[config.mk]
export PLATFORM = sky130hd
export DESIGN_NAME = oserdes_gen
export DESIGN_NICKNAME = d
export VERILOG_FILES = /design/src/rtl/oserdes_gen_pkg.sv /design/src/rtl/oserdes_lane.sv /design/src/rtl/oserdes_gen.sv
export SDC_FILE = /design/constraint.sdc
export NUM_CORES = 1
export LEC_CHECK = 0
export ABC_AREA = 1
export ABC_CLOCK_PERIOD_IN_PS = 2450
export BUFFER_PORTS_ARGS = -buffer_cell sky130_fd_sc_hd__buf_4
export CAP_MARGIN = 10
export CORE_ASPECT_RATIO = 0.75
export CORE_MARGIN = 3
export CORE_UTILIZATION = 54
export CTS_CLUSTER_SIZE = 40
export DETAILED_ROUTE_END_ITERATION = 8
export PLACE_DENSITY_LB_ADDON = 0.25
export SYNTH_ARGS = -nofsm -noshare
export SYNTH_HDL_FRONTEND = slang
export SYNTH_HIERARCHICAL = 1
export SYNTH_SLANG_ARGS = --single-unit
export TNS_END_PERCENT = 30
[constraint.sdc]
create_clock -name clk -period 2.45 [get_ports clk]
set_input_delay 0.49 -clock clk [delete_from_list [all_inputs] [get_ports clk]]
set_output_delay 0.49 -clock clk [all_outputs]
set_load 0.005 [all_outputs]
[src/rtl/oserdes_gen_pkg.sv]
// Shared types and sizing helpers for the oserdes_gen multi-lane output serializer.
package oserdes_gen_pkg;

    typedef enum logic {
        IDLE = 1'b0,
        RUN  = 1'b1
    } state_t;

    function automatic int beats(input int ratio);
        return ratio / 2;
    endfunction

    // A single-beat word still needs a 1-bit counter so the compare logic stays uniform.
    function automatic int cnt_width(input int ratio);
        return (beats(ratio) > 1) ? $clog2(beats(ratio)) : 1;
    endfunction

endpackage

[src/rtl/oserdes_lane.sv]
// One serial lane: RATIO-bit shifter emitting one registered (rise, fall) bit-pair per beat.
module oserdes_lane #(
    parameter int   RATIO     = 8,
    parameter bit   MSB_FIRST = 1'b1,
    parameter logic IDLE_VAL  = 1'b0
) (
    input  logic             clk,
    input  logic             rst_n,
    input  logic             load,
    input  logic             active,
    input  logic [RATIO-1:0] load_data,
    output logic             q_rise,
    output logic             q_fall
);

    logic [RATIO-1:0] shift_q, shift_d;
    logic             q_rise_q, q_rise_d;
    logic             q_fall_q, q_fall_d;

    // The pair leaving the shifter this cycle becomes next cycle's pad bits; a load may overwrite it in the same cycle.
    always_comb begin
        shift_d  = shift_q;
        q_rise_d = IDLE_VAL;
        q_fall_d = IDLE_VAL;
        if (active) begin
            if (MSB_FIRST) begin
                q_rise_d = shift_q[RATIO-1];
                q_fall_d = shift_q[RATIO-2];
                shift_d  = shift_q << 2;
            end else begin
                q_rise_d = shift_q[0];
                q_fall_d = shift_q[1];
                shift_d  = shift_q >> 2;
            end
        end
        if (load) begin
            shift_d = load_data;
        end
    end

    always_ff @(posedge clk or negedge rst_n) begin
        if (!rst_n) begin
            shift_q  <= '0;
            q_rise_q <= IDLE_VAL;
            q_fall_q <= IDLE_VAL;
        end else begin
            shift_q  <= shift_d;
            q_rise_q <= q_rise_d;
            q_fall_q <= q_fall_d;
        end
    end

    assign q_rise = q_rise_q;
    assign q_fall = q_fall_q;

endmodule

[src/rtl/oserdes_gen.sv]
// Multi-lane output serializer: one-word hold buffer, IDLE/RUN FSM, beat counter and per-lane shifters.
// Define OSERDES_GEN_TRAIN_EN to add the train input and TRAIN_PATTERN parameter.
module oserdes_gen
    import oserdes_gen_pkg::*;
#(
    parameter int   LANES     = 4,
    parameter int   RATIO     = 8,
    parameter bit   MSB_FIRST = 1'b1,
    parameter logic IDLE_VAL  = 1'b0
`ifdef OSERDES_GEN_TRAIN_EN
    ,
    parameter logic [RATIO-1:0] TRAIN_PATTERN = {(RATIO/2){2'b10}}
`endif
) (
    input  logic                   clk,
    input  logic                   rst_n,
    input  logic [LANES*RATIO-1:0] s_data,
    input  logic                   s_valid,
    output logic                   s_ready,
`ifdef OSERDES_GEN_TRAIN_EN
    input  logic                   train,
`endif
    output logic [LANES-1:0]       q_rise,
    output logic [LANES-1:0]       q_fall,
    output logic                   busy,
    output logic                   underrun
);

    localparam int             BEATS     = beats(RATIO);
    localparam int             CW        = cnt_width(RATIO);
    localparam logic [CW-1:0]  LAST_BEAT = CW'(BEATS - 1);

    state_t                   state_q, state_d;
    logic [CW-1:0]            beat_cnt_q, beat_cnt_d;
    logic                     hold_full_q, hold_full_d;
    logic [LANES*RATIO-1:0]   hold_data_q, hold_data_d;
    logic                     busy_q, busy_d;
    logic                     underrun_q, underrun_d;

    logic                     train_now;
    logic [RATIO-1:0]         train_word;
    logic                     load_opp;
    logic                     load;
    logic                     train_load;
    logic                     accept;
    logic [LANES*RATIO-1:0]   lane_data;

`ifdef OSERDES_GEN_TRAIN_EN
    assign train_now  = train;
    assign train_word = TRAIN_PATTERN;
`else
    assign train_now  = 1'b0;
    assign train_word = '0;
`endif

    // busy and underrun are registered so they line up with the registered pad bits.
    always_comb begin
        load_opp    = (state_q == IDLE) || (beat_cnt_q == LAST_BEAT);
        train_load  = train_now && load_opp;
        load        = hold_full_q && load_opp && !train_now;
        s_ready     = !hold_full_q || load;
        accept      = s_valid && s_ready;
        lane_data   = train_load ? {LANES{train_word}} : hold_data_q;

        hold_full_d = accept || (hold_full_q && !load);
        hold_data_d = accept ? s_data : hold_data_q;

        state_d     = state_q;
        beat_cnt_d  = beat_cnt_q;
        if (load || train_load) begin
            state_d    = RUN;
            beat_cnt_d = '0;
        end else if (state_q == RUN) begin
            if (beat_cnt_q == LAST_BEAT) begin
                state_d    = IDLE;
                beat_cnt_d = '0;
            end else begin
                beat_cnt_d = beat_cnt_q + 1'b1;
            end
        end

        busy_d      = (state_q == RUN);
        underrun_d  = busy_q && (state_q == IDLE) && !train_now;
    end

    always_ff @(posedge clk or negedge rst_n) begin
        if (!rst_n) begin
            state_q     <= IDLE;
            beat_cnt_q  <= '0;
            hold_full_q <= 1'b0;
            hold_data_q <= '0;
            busy_q      <= 1'b0;
            underrun_q  <= 1'b0;
        end else begin
            state_q     <= state_d;
            beat_cnt_q  <= beat_cnt_d;
            hold_full_q <= hold_full_d;
            hold_data_q <= hold_data_d;
            busy_q      <= busy_d;
            underrun_q  <= underrun_d;
        end
    end

    for (genvar l = 0; l < LANES; l++) begin : g_lane
        oserdes_lane #(
            .RATIO     (RATIO),
            .MSB_FIRST (MSB_FIRST),
            .IDLE_VAL  (IDLE_VAL)
        ) u_lane (
            .clk       (clk),
            .rst_n     (rst_n),
            .load      (load || train_load),
            .active    (state_q == RUN),
            .load_data (lane_data[l*RATIO +: RATIO]),
            .q_rise    (q_rise[l]),
            .q_fall    (q_fall[l])
        );
    end

    assign busy     = busy_q;
    assign underrun = underrun_q;

endmodule

==> out/summary.txt, run 1 <==
Status: completed
Sequential element share of the synthesized area: 59.7%
TritonCTS sink count: 78
R2R Path End: hold_data_q[4]
DIE AREA: 7040 um2
Rel. slew slack: 64.5%
M3 GR Usage: 6.86%
Critical Path Sink Type: primary output
Area growth syn-to-layout: 16.0%
Warnings, synthesis: 6
ANT nets after route: 0
Met1 Usage GRT: 26.5%
Top-Level Pins: 46
Post-Syn Area per Cell: 9.16 um2
CTS root buf: clkbuf_8
Mapped Area: 3270 um2
Final min period: 2170 ps
Post-synthesis cell type count: 14
Internal: 2770 uW
Fin nets: 435
CP arrival: 1680 ps
Pleak: 0.00207 uW
Setup repair after global routing missed its margin: no
Post-CTS Setup Bufs: 0
Most common cell after layout, fill and taps aside: nand2_1
GR Util All Layers: 20.2%
Avg WL per Cell: 13.0 um
Port bufs: 45
First-pass GRT wire length: 10.7 mm
Residual DRC: 0
Sw Ratio: 35.9%
Seq pwr share: 47.0%
Switching pwr: 1550 uW
MaxCap Viol Count: 0
PwrDens: 1140 nW/um2
Die Y-Extent: 73.4 um
Reg2reg setup slack: 700 ps
Rows: 23
Util after Layout: 68.0%
Initial antenna violation count: 0
Max-slew violations: 0
Share of the synthesized area in the top cell type: 59.7%
Setup TNS: 0 ps
H-tree levels: 3
Clk pwr share: 21.7%
Dpl cell area: 3600 um2
Post-synthesis register bit count: 78
Worst-path clk slew: 80 ps
VDD IR max: 0.000560 V
Met2 Use GR: 32.4%
Startpoint Class: register
Gate power share: 31.2%
CTS tree: done
Hold_ws: 64.6 ps
Synth Instances: 357
Hold Crit Class: input port to async pin
Vias in the first global route: 2335
Clock Path Buffers: 2
Worst R2R Start: beat_cnt_q[0]
Worst-margin pin slew: 532 ps
Tcrit/Tclk final: 88.6%
Worst-Skew Late Latency: 340 ps
Layer with the highest usage: met2
CTS Hold Bufs: 0
Commonest non-fill, non-tap cells in the layout: 152 x nand2_1, 80 x nand3_1, 77 x dfrtp_1
Dominant cell type by area after synthesis: dfrtp_1
Number of inserted diodes: 0
TritonRoute pass-1 iters: 4
Crit-path max FO: 35
Net Count, Synth: 393
Worst Path Required: 1960 ps
Initial detailed-routing violation count: 204
Gr ovfl total: 0
CTS Buf Count: 9
Final setup fails: 0
Final WL: 6.21 mm
Initial Util: 58.6%
Vias per cell: 5.06
Power Total: 4320 uW
Final instance area: 3800 um2
Critical path class: register to primary output
Die width: 95.9 um
CP startpoint: beat_cnt_q[0]
Final hold vios: 0
Largest net degree at the start of global routing: 49
Worst R2R Path Depth: 6
Routability Congestion: 0.736
Synth area leaders: dfrtp_1 60%, nand2_1 17%, nand3_1 12%
Vias: 2423
Post-DP HPWL: 3.96 mm
Critical Path End: s_ready
Fmax: 461 MHz
Worst clock skew: 7.95 ps
Resized Gates After CTS: 0
Layout cells sized above 1: 18.1%
CORE AREA: 5580 um2
Fillers: 473
-- kinds of logic after synthesis --
group | share of synthesized area [%]
compound gates | 0.153
buf+inv | 6.46
simple gates | 33.3
fa+ha+maj | 0.382
flops | 59.7
-- sequential cells by signal, indices dropped and copies added, names as in the netlist --
signal / cells
g_lane.u_lane/shift_q: 32
g_lane.u_lane/q_fall: 4
busy_d: 1
hold_full_q: 1
underrun: 1
beat_cnt_q: 2
busy: 1
g_lane.u_lane/q_rise: 4
hold_data_q: 32
-- worst min-delay path by stage --
stage                                            from                      end  slack [ps]  cells past startpoint
after global routing                            rst_n  g_lane[2].u_lane/q_fall          70                      1
final                                           rst_n  g_lane[2].u_lane/q_fall          60                      1
after global placement                          rst_n  g_lane[2].u_lane/q_fall         450                      1
after floorplan                                 rst_n            beat_cnt_q[0]         190                      0
after CTS                                       rst_n  g_lane[2].u_lane/q_fall          70                      1
after detailed placement  g_lane[3].u_lane/shift_q[6]  g_lane[3].u_lane/q_fall         440                      2
-- through the flow --
step | std cells | worst slack [ps]
CTS | 479 | 258
global route | 479 | 159
floorplan | 357 | 1020
finish | 479 | 279
detailed placement | 463 | 645
global placement | 463 | 672
-- final cells by class --
| type | instances | area (um2) | share of cell area [%] |
|---|---|---|---|
| Clock buffer | 13 | 149 | 3.92 |
| Clock inverter | 3 | 43.8 | 1.15 |
| Inverter | 18 | 67.6 | 1.78 |
| Multi-Input combinational cell | 243 | 1110 | 29.2 |
| Sequential cell | 78 | 1950 | 51.5 |
| Tap cell | 75 | 93.8 | 2.47 |
| Timing Repair Buffer | 49 | 380 | 10.0 |
-- critical path, cell delays in order, from the launching register on --
cell and delay, ps:
dfrtp_1 400, ha_1 200, inv_1 100, nand3_4 350, buf_4 290
-- power by group through the flow --
stage	logic (uW)	registers, uW	clock network, uW
6_report	1350	2030	940
4_1_cts	1380	2030	966
3_3_place_gp	1330	2030	0
2_1_floorplan	1090	2000	0
3_5_place_dp	1380	2050	0
5_1_grt	1570	2090	1020
-- routing by layer --
layer	up-vias	routed length, um	share of wire, %
met5	-	0	0
met4	0	52	0.84
met3	7	445	7.2
met2	69	2870	46
met1	1128	2840	46
li1	1219	-	-
-- cell usage after synthesis --
library cell,number
ha_1,1
inv_1,14
o21ai_0,1
nor2_8,4
nand3_4,1
buf_4,4
nand2_1,152
dfrtp_1,78
buf_6,7
nor2_1,3
nand3_1,80
inv_2,4
nand2_4,1
buf_2,7
Power figures use the tool's default switching activity.
==> inputs of run 2 (changes only) <==
--- a/config.mk
+++ b/config.mk
@@ -14,6 +14,7 @@
 export CORE_UTILIZATION = 54
 export CTS_CLUSTER_SIZE = 40
 export DETAILED_ROUTE_END_ITERATION = 8
+export GPL_TIMING_DRIVEN = 0
 export PLACE_DENSITY_LB_ADDON = 0.25
 export SYNTH_ARGS = -nofsm -noshare
 export SYNTH_HDL_FRONTEND = slang
==> run 2 against run 1 <==
Critical path depth increased by 1. First-iteration DRC count down 35%. Via count rose by 3.2%. Critical path type unchanged. Flip-flop and latch count did not move. Power increased by 4.5%. Highest routed layer unchanged. Die area is the same. Maximum frequency grew 5.4%. Largest cell class unchanged. Largest power group unchanged.
==> out/summary.txt, run 2 (synthesis results as in run 1) <==
Status: completed (unchanged)
Top-Level Pins: 46 (unchanged)
Worst-Skew Late Latency: 340 ps (about the same)
Power Total: 4520 uW (was 4320 uW)
Initial Util: 58.6% (unchanged)
Clk pwr share: 21.9% (was 21.7%)
Routability Congestion: 0.763 (was 0.736)
Final min period: 2060 ps (was 2170 ps)
CP arrival: 1570 ps (was 1680 ps)
Setup repair after global routing missed its margin: no (unchanged)
MaxCap Viol Count: 0 (unchanged)
Vias per cell: 5.09 (was 5.06)
Fmax: 485 MHz (was 461 MHz)
CORE AREA: 5580 um2 (unchanged)
Worst clock skew: 6.86 ps (was 7.95 ps)
Seq pwr share: 45.0% (was 47.0%)
Initial antenna violation count: 0 (unchanged)
Vias in the first global route: 2474 (was 2335)
TritonRoute pass-1 iters: 4 (unchanged)
Final WL: 6.41 mm (was 6.21 mm)
Worst-margin pin slew: 940 ps (was 532 ps)
H-tree levels: 3 (unchanged)
Die width: 95.9 um (unchanged)
Critical Path Sink Type: primary output (unchanged)
Worst Path Required: 1960 ps (about the same)
Post-DP HPWL: 4.39 mm (was 3.96 mm)
Internal: 2930 uW (was 2770 uW)
Clock Path Buffers: 2 (unchanged)
Post-CTS Setup Bufs: 0 (unchanged)
Sw Ratio: 35.2% (was 35.9%)
CTS root buf: clkbuf_8 (unchanged)
Initial detailed-routing violation count: 132 (was 204)
CTS tree: done (unchanged)
Rel. slew slack: 37.3% (was 64.5%)
Die Y-Extent: 73.4 um (unchanged)
Avg WL per Cell: 13.1 um (was 13.0 um)
Gr ovfl total: 0 (unchanged)
DIE AREA: 7040 um2 (unchanged)
Final setup fails: 0 (unchanged)
Max-slew violations: 0 (unchanged)
Residual DRC: 0 (unchanged)
Tcrit/Tclk final: 84.1% (was 88.6%)
GR Util All Layers: 20.7% (was 20.2%)
Dpl cell area: 3700 um2 (was 3600 um2)
Area growth syn-to-layout: 19.3% (was 16.0%)
Most common cell after layout, fill and taps aside: nand2_1 (unchanged)
Layout cells sized above 1: 20.9% (was 18.1%)
CTS Buf Count: 9 (unchanged)
VDD IR max: 0.000681 V (was 0.000560 V)
PwrDens: 1160 nW/um2 (was 1140 nW/um2)
Largest net degree at the start of global routing: 79 (was 49)
Port bufs: 44 (was 45)
Crit-path max FO: 10 (was 35)
Met3 routed WL: 436 um (was 445 um)
Resized Gates After CTS: 0 (unchanged)
Rows: 23 (unchanged)
Switching pwr: 1590 uW (was 1550 uW)
Vias: 2501 (was 2423)
Gate power share: 33.1% (was 31.2%)
Fin nets: 448 (was 435)
First-pass GRT wire length: 11.1 mm (was 10.7 mm)
DP Worst Slack: 763 ps (was 645 ps)
TritonCTS sink count: 78 (unchanged)
Setup TNS: 0 ps (unchanged)
Met2 WL: 2.98 mm (was 2.87 mm)
Final instance area: 3900 um2 (was 3800 um2)
Pleak: 0.00214 uW (was 0.00207 uW)
Hold Crit Class: input port to async pin (unchanged)
Worst-path clk slew: 80 ps (about the same)
CTS Hold Bufs: 0 (unchanged)
Final WS setup: 390 ps (was 279 ps)
Startpoint Class: register (unchanged)
Commonest non-fill, non-tap cells in the layout: 152 x nand2_1, 80 x nand3_1, 78 x dfrtp_1 (was 152 x nand2_1, 80 x nand3_1, 77 x dfrtp_1)
Uppermost layer routed: met4 (unchanged)
Util after Layout: 69.9% (was 68.0%)
Final hold vios: 0 (unchanged)
Met1 wire length: 2.93 mm (was 2.84 mm)
Number of inserted diodes: 0 (unchanged)
ANT nets after route: 0 (unchanged)
Top flop regs: g_lane.u_lane/shift_q x32, hold_data_q x32 (unchanged)
Critical path class: register to primary output (unchanged)
==> run 2: cell count changes in the layout (fill, tap and decap cells not counted) <==
cell | previous run | this run
inv_1 | 13 | 14
clkinv_4 | 1 | 0
buf_2 | 0 | 7
buf_12 | 1 | 0
clkbuf_8 | 10 | 12
clkinvlp_4 | 0 | 1
dfrtp_1 | 77 | 78
clkinv_1 | 1 | 0
clkbuf_1 | 3 | 0
buf_6 | 0 | 7
dfrtp_2 | 1 | 0
==> run 2: area by class of cell <==
cell class                      instances  area, um2
Fill cell                             459       1680
Clock buffer                           12        165
Buffer                                 18        144
Timing Repair Buffer                   44        330
Multi-Input combinational cell        243       1110
Clock inverter                          3       42.5
Tap cell                               75       93.8
Inverter                               18       67.6
Sequential cell                        78       1950
==> run 2: path summary, 6_finish.rpt <==
check / cells past startpoint / to / from / slack, ps
setup / recovery: 5 / s_ready / beat_cnt_q[0] / 390
hold / removal: 1 / g_lane[2].u_lane/q_fall / rst_n / 290
setup reg to reg: 9 / g_lane[2].u_lane/shift_q[5] / beat_cnt_q[0] / 840
max in group asynchronous: 1 / hold_data_q[14] / rst_n / 1560
hold reg to reg: 2 / g_lane[1].u_lane/q_fall / g_lane[1].u_lane/shift_q[6] / 460
min in group clk: 3 / hold_data_q[22] / s_data[22] / 370
==> run 2: critical path: stages (launching register included) <==
cell	delay (ps)
dfrtp_1	400
ha_1	210
inv_1	110
nand3_4	130
buf_2	220
buf_4	150
==> run 2: stage by stage <==
stage	hold slack, ps	cells
2_1_floorplan	194	357
3_5_place_dp	449	476
5_1_grt	342	491
4_1_cts	320	491
6_report	287	491
3_3_place_gp	450	476
==> run 2: power by group through the flow <==
| stage | Sequential [uW] | Combinational [uW] | Clock (uW) |
|---|---|---|---|
| global placement | 2040 | 1450 | 0 |
| global route | 2100 | 1730 | 1070 |
| CTS | 2030 | 1520 | 1000 |
| detailed placement | 2050 | 1510 | 0 |
| floorplan | 2000 | 1090 | 0 |
| finish | 2030 | 1500 | 987 |
==> run 2: layer usage <==
layer	GRT usage, %	vias to the layer above
met5	0	-
met4	7.41	0
met3	7.16	7
met2	31.0	67
met1	28.3	1178
li1	-	1249
==> inputs of run 3 (changes only) <==
--- a/config.mk
+++ b/config.mk
@@ -5,13 +5,13 @@
 export SDC_FILE = /design/constraint.sdc
 export NUM_CORES = 1
 export LEC_CHECK = 0
-export ABC_AREA = 1
-export ABC_CLOCK_PERIOD_IN_PS = 2450
+export ABC_AREA = 0
+export ABC_CLOCK_PERIOD_IN_PS = 1700
 export BUFFER_PORTS_ARGS = -buffer_cell sky130_fd_sc_hd__buf_4
 export CAP_MARGIN = 10
 export CORE_ASPECT_RATIO = 0.75
 export CORE_MARGIN = 3
-export CORE_UTILIZATION = 54
+export CORE_UTILIZATION = 52
 export CTS_CLUSTER_SIZE = 40
 export DETAILED_ROUTE_END_ITERATION = 8
 export GPL_TIMING_DRIVEN = 0
==> constraint.sdc (replaced) <==
create_clock -name clk -period 1.7 [get_ports clk]
set_input_delay 0.34 -clock clk [delete_from_list [all_inputs] [get_ports clk]]
set_output_delay 0.34 -clock clk [all_outputs]
set_load 0.005 [all_outputs]
==> run 3 against run 2 <==
The flow now finishes with violations (negative setup slack). Clock-buffer cell count down 1. Clock skew rose by 3.9 ps. Non-clock buffer count grew 13. Synthesized area up 19%. Critical path type unchanged. Largest cell class unchanged.
==> out/summary.txt, run 3 <==
Residual DRC: 0 (unchanged)
Post-Syn Area per Cell: 11.0 um2 (was 9.16 um2)
Crit-path max FO: 3 (was 10)
Initial Util: 55.5% (was 58.6%)
Setup repair after global routing missed its margin: yes (was no)
Gate power share: 45.4% (was 33.1%)
Fmax: 587 MHz
Final hold vios: 0 (unchanged)
Final setup fails: 1 (was 0)
Commonest non-fill, non-tap cells in the layout: 78 x dfrtp_1, 65 x nand2_1, 46 x buf_4 (was 152 x nand2_1, 80 x nand3_1, 78 x dfrtp_1)
Reg2reg setup slack: 50 ps (was 840 ps)
Failing checks: negative setup slack
Net Count, Synth: 389 (was 393)
Worst-path clk slew: 80 ps (about the same)
Most instantiated cells after synthesis: 78 x dfrtp_1, 65 x nand2_1, 41 x nand2b_1 (was 152 x nand2_1, 80 x nand3_1, 78 x dfrtp_1)
Top-count cell post-synth: dfrtp_1 (was nand2_1)
Worst clock skew: 10.8 ps (was 6.86 ps)
CP arrival: 1360 ps (was 1570 ps)
Vias: 2826 (was 2501)
Internal: 5310 uW (was 2930 uW)
Avg WL per Cell: 16.4 um (was 13.1 um)
Vias per cell: 5.51 (was 5.09)
Clk pwr share: 16.2% (was 21.9%)
TritonCTS sink count: 78 (unchanged)
CTS root buf: clkbuf_8 (unchanged)
Top-Level Pins: 46 (unchanged)
Rows: 26 (was 23)
Clock Path Buffers: 2 (unchanged)
Status: finished, violations left (was completed)
Area growth syn-to-layout: 17.3% (was 19.3%)
Tcrit/Tclk final: 100%
Layout cells sized above 1: 29.6% (was 20.9%)
Warnings, synthesis: 6 (unchanged)
Fin nets: 447 (was 448)
Dpl cell area: 4350 um2 (was 3700 um2)
CTS tree: done (unchanged)
Hold Crit Class: input port to async pin (unchanged)
Worst Path Required: 1360 ps (was 1960 ps)
Port bufs: 44 (unchanged)
Post-synthesis register bit count: 78 (unchanged)
First-pass GRT wire length: 13.8 mm (was 11.1 mm)
Max-slew violations: 0 (unchanged)
Post-DP HPWL: 5.31 mm (was 4.39 mm)
VDD IR max: 0.000872 V (was 0.000681 V)
ANT nets after route: 0 (unchanged)
Mapped Area: 3900 um2 (was 3270 um2)
Worst-margin pin slew: 959 ps (was 940 ps)
Die width: 106 um (was 95.9 um)
Switching pwr: 3180 uW (was 1590 uW)
Die Y-Extent: 81.0 um (was 73.4 um)
Worst-Skew Late Latency: 350 ps (was 340 ps)
Startpoint Class: register (unchanged)
Synth Instances: 353 (was 357)
Share of the synthesized area in the top cell type: 50.1% (was 59.7%)
EDFF count, synth: 0 (unchanged)
Most common cell after layout, fill and taps aside: dfrtp_1 (was nand2_1)
Final instance area: 4570 um2 (was 3900 um2)
Sw Ratio: 37.5% (was 35.2%)
Power Total: 8490 uW (was 4520 uW)
GR Util All Layers: 20.7% (about the same)
Largest net degree at the start of global routing: 79 (unchanged)
Synth Flop Type: dfrtp_1 (unchanged)
Dominant cell type by area after synthesis: dfrtp_1 (unchanged)
Placed cell count: 495 (was 476)
CORE AREA: 7030 um2 (was 5580 um2)
Top flop regs: g_lane.u_lane/shift_q x32, hold_data_q x32 (unchanged)
MaxCap Viol Count: 0 (unchanged)
Ys async rst share: 100% (unchanged)
Final Non-Filler Cells: 513 (was 491)
Final WS setup: -4.13 ps (was 390 ps)
Final WL: 8.40 mm (was 6.41 mm)
Synth area leaders: dfrtp_1 50%, o211ai_2 9.3%, nand4b_1 7.2% (was dfrtp_1 60%, nand2_1 17%, nand3_1 12%)
Final min period: 1700 ps
PwrDens: 1860 nW/um2 (was 1160 nW/um2)
Fillers: 572 (was 459)
Initial antenna violation count: 0 (unchanged)
Pleak: 0.00215 uW (was 0.00214 uW)
Post-synthesis cell type count: 25 (was 14)
Gr ovfl total: 0 (unchanged)
CTS Hold Bufs: 0 (unchanged)
Sequential element share of the synthesized area: 50.1% (was 59.7%)
Number of inserted diodes: 0 (unchanged)
CTS Buf Count: 9 (unchanged)
Critical Path Sink Type: primary output (unchanged)
Initial detailed-routing violation count: 215 (was 132)
H-tree levels: 3 (unchanged)
Routability Congestion: 0.783 (was 0.763)
Seq pwr share: 38.5% (was 45.0%)
TritonRoute pass-1 iters: 4 (unchanged)
Vias in the first global route: 2789 (was 2474)
DIE AREA: 8580 um2 (was 7040 um2)
Critical path class: register to primary output (unchanged)
Rel. slew slack: 36.1% (was 37.3%)
[run 3: cell types whose count changed after synthesis, sizes merged, moves of 17 or more]
cell	delta
inv	-17
mux2i	+24
nand2	-88
nand2b	+42
nand3	-81
nand4b	+32
o211ai	+32
o21ai	+32
[run 3: worst max-delay path, cell delays in order, from the launching register on]
cell     delay (ps)
dfrtp_1         430
ha_4            180
and3b_2         260
inv_2            40
buf_6           100
[run 3: area by class of cell]
cell class	instances	area, um2	share of cell area [%]
Clock inverter	4	47.5	1.04
Multi-Input combinational cell	246	1740	38.0
Clock buffer	11	141	3.09
Buffer	28	209	4.57
Inverter	1	3.75	0.0821
Sequential cell	78	1950	42.7
Tap cell	98	123	2.68
Timing Repair Buffer	47	360	7.88
[run 3: final timing paths]
kind | startpoint | to | cells past startpoint
min in group clk | s_data[3] | hold_data_q[3] | 3
worst min register to register | g_lane[3].u_lane/shift_q[7] | g_lane[3].u_lane/q_rise | 1
worst max register to register | beat_cnt_q[0] | hold_data_q[14] | 6
max in group asynchronous | rst_n | g_lane[0].u_lane/shift_q[5] | 1
worst min-delay path | rst_n | g_lane[2].u_lane/shift_q[2] | 1
worst max-delay path | beat_cnt_q[0] | s_ready | 4
[run 3: metal layers]
layer | up-vias | share of wire, % | track usage, %
met5 | - | 0 | 0
met4 | 0 | 0.82 | 5.43
met3 | 7 | 5.4 | 6.35
met2 | 73 | 47 | 32.0
met1 | 1394 | 47 | 28.6
li1 | 1352 | - | -
[run 3: cell families (layout without fill, tap and decap cells)]
family	count (synthesis)	after routing	share of synthesized area, %
buf+inv	31	91	6.26
flops	78	78	50.1
simple gates	153	155	22.8
mux	24	24	6.16
compound gates	66	66	14.4
fa+ha+maj	1	1	0.321
[run 3: power groups by stage]
stage / clock network, uW / registers (uW) / logic [uW]
CTS: 1390 / 3260 / 3820
global route: 1490 / 3370 / 4260
detailed placement: 0 / 3280 / 3760
global placement: 0 / 3240 / 3650
floorplan: 0 / 3120 / 2940
finish: 1370 / 3270 / 3850
[run 3: what timing repair did]
action | in CTS | in global routing
resized for setup | 6 | 3
pin swaps | 1 | 2
gates cloned | 0 | 2
buffers inserted | 3 | 0
endpoints found under the setup margin | 33 | 61
[run 3: stage by stage]
step | hold WS, ps | setup slack (ps) | TNS [ps] | utilization, %
after floorplan | 44.4 | 39.3 | 0 | -
after global placement | 461 | -475 | -14880 | 61.9
after detailed placement | 471 | -476 | -14130 | 61.9
after CTS | 173 | -87.6 | -87.6 | 65.0
after global routing | 181 | -81.9 | -221 | 65.1
final | 109 | -4.13 | -4.13 | 65.1
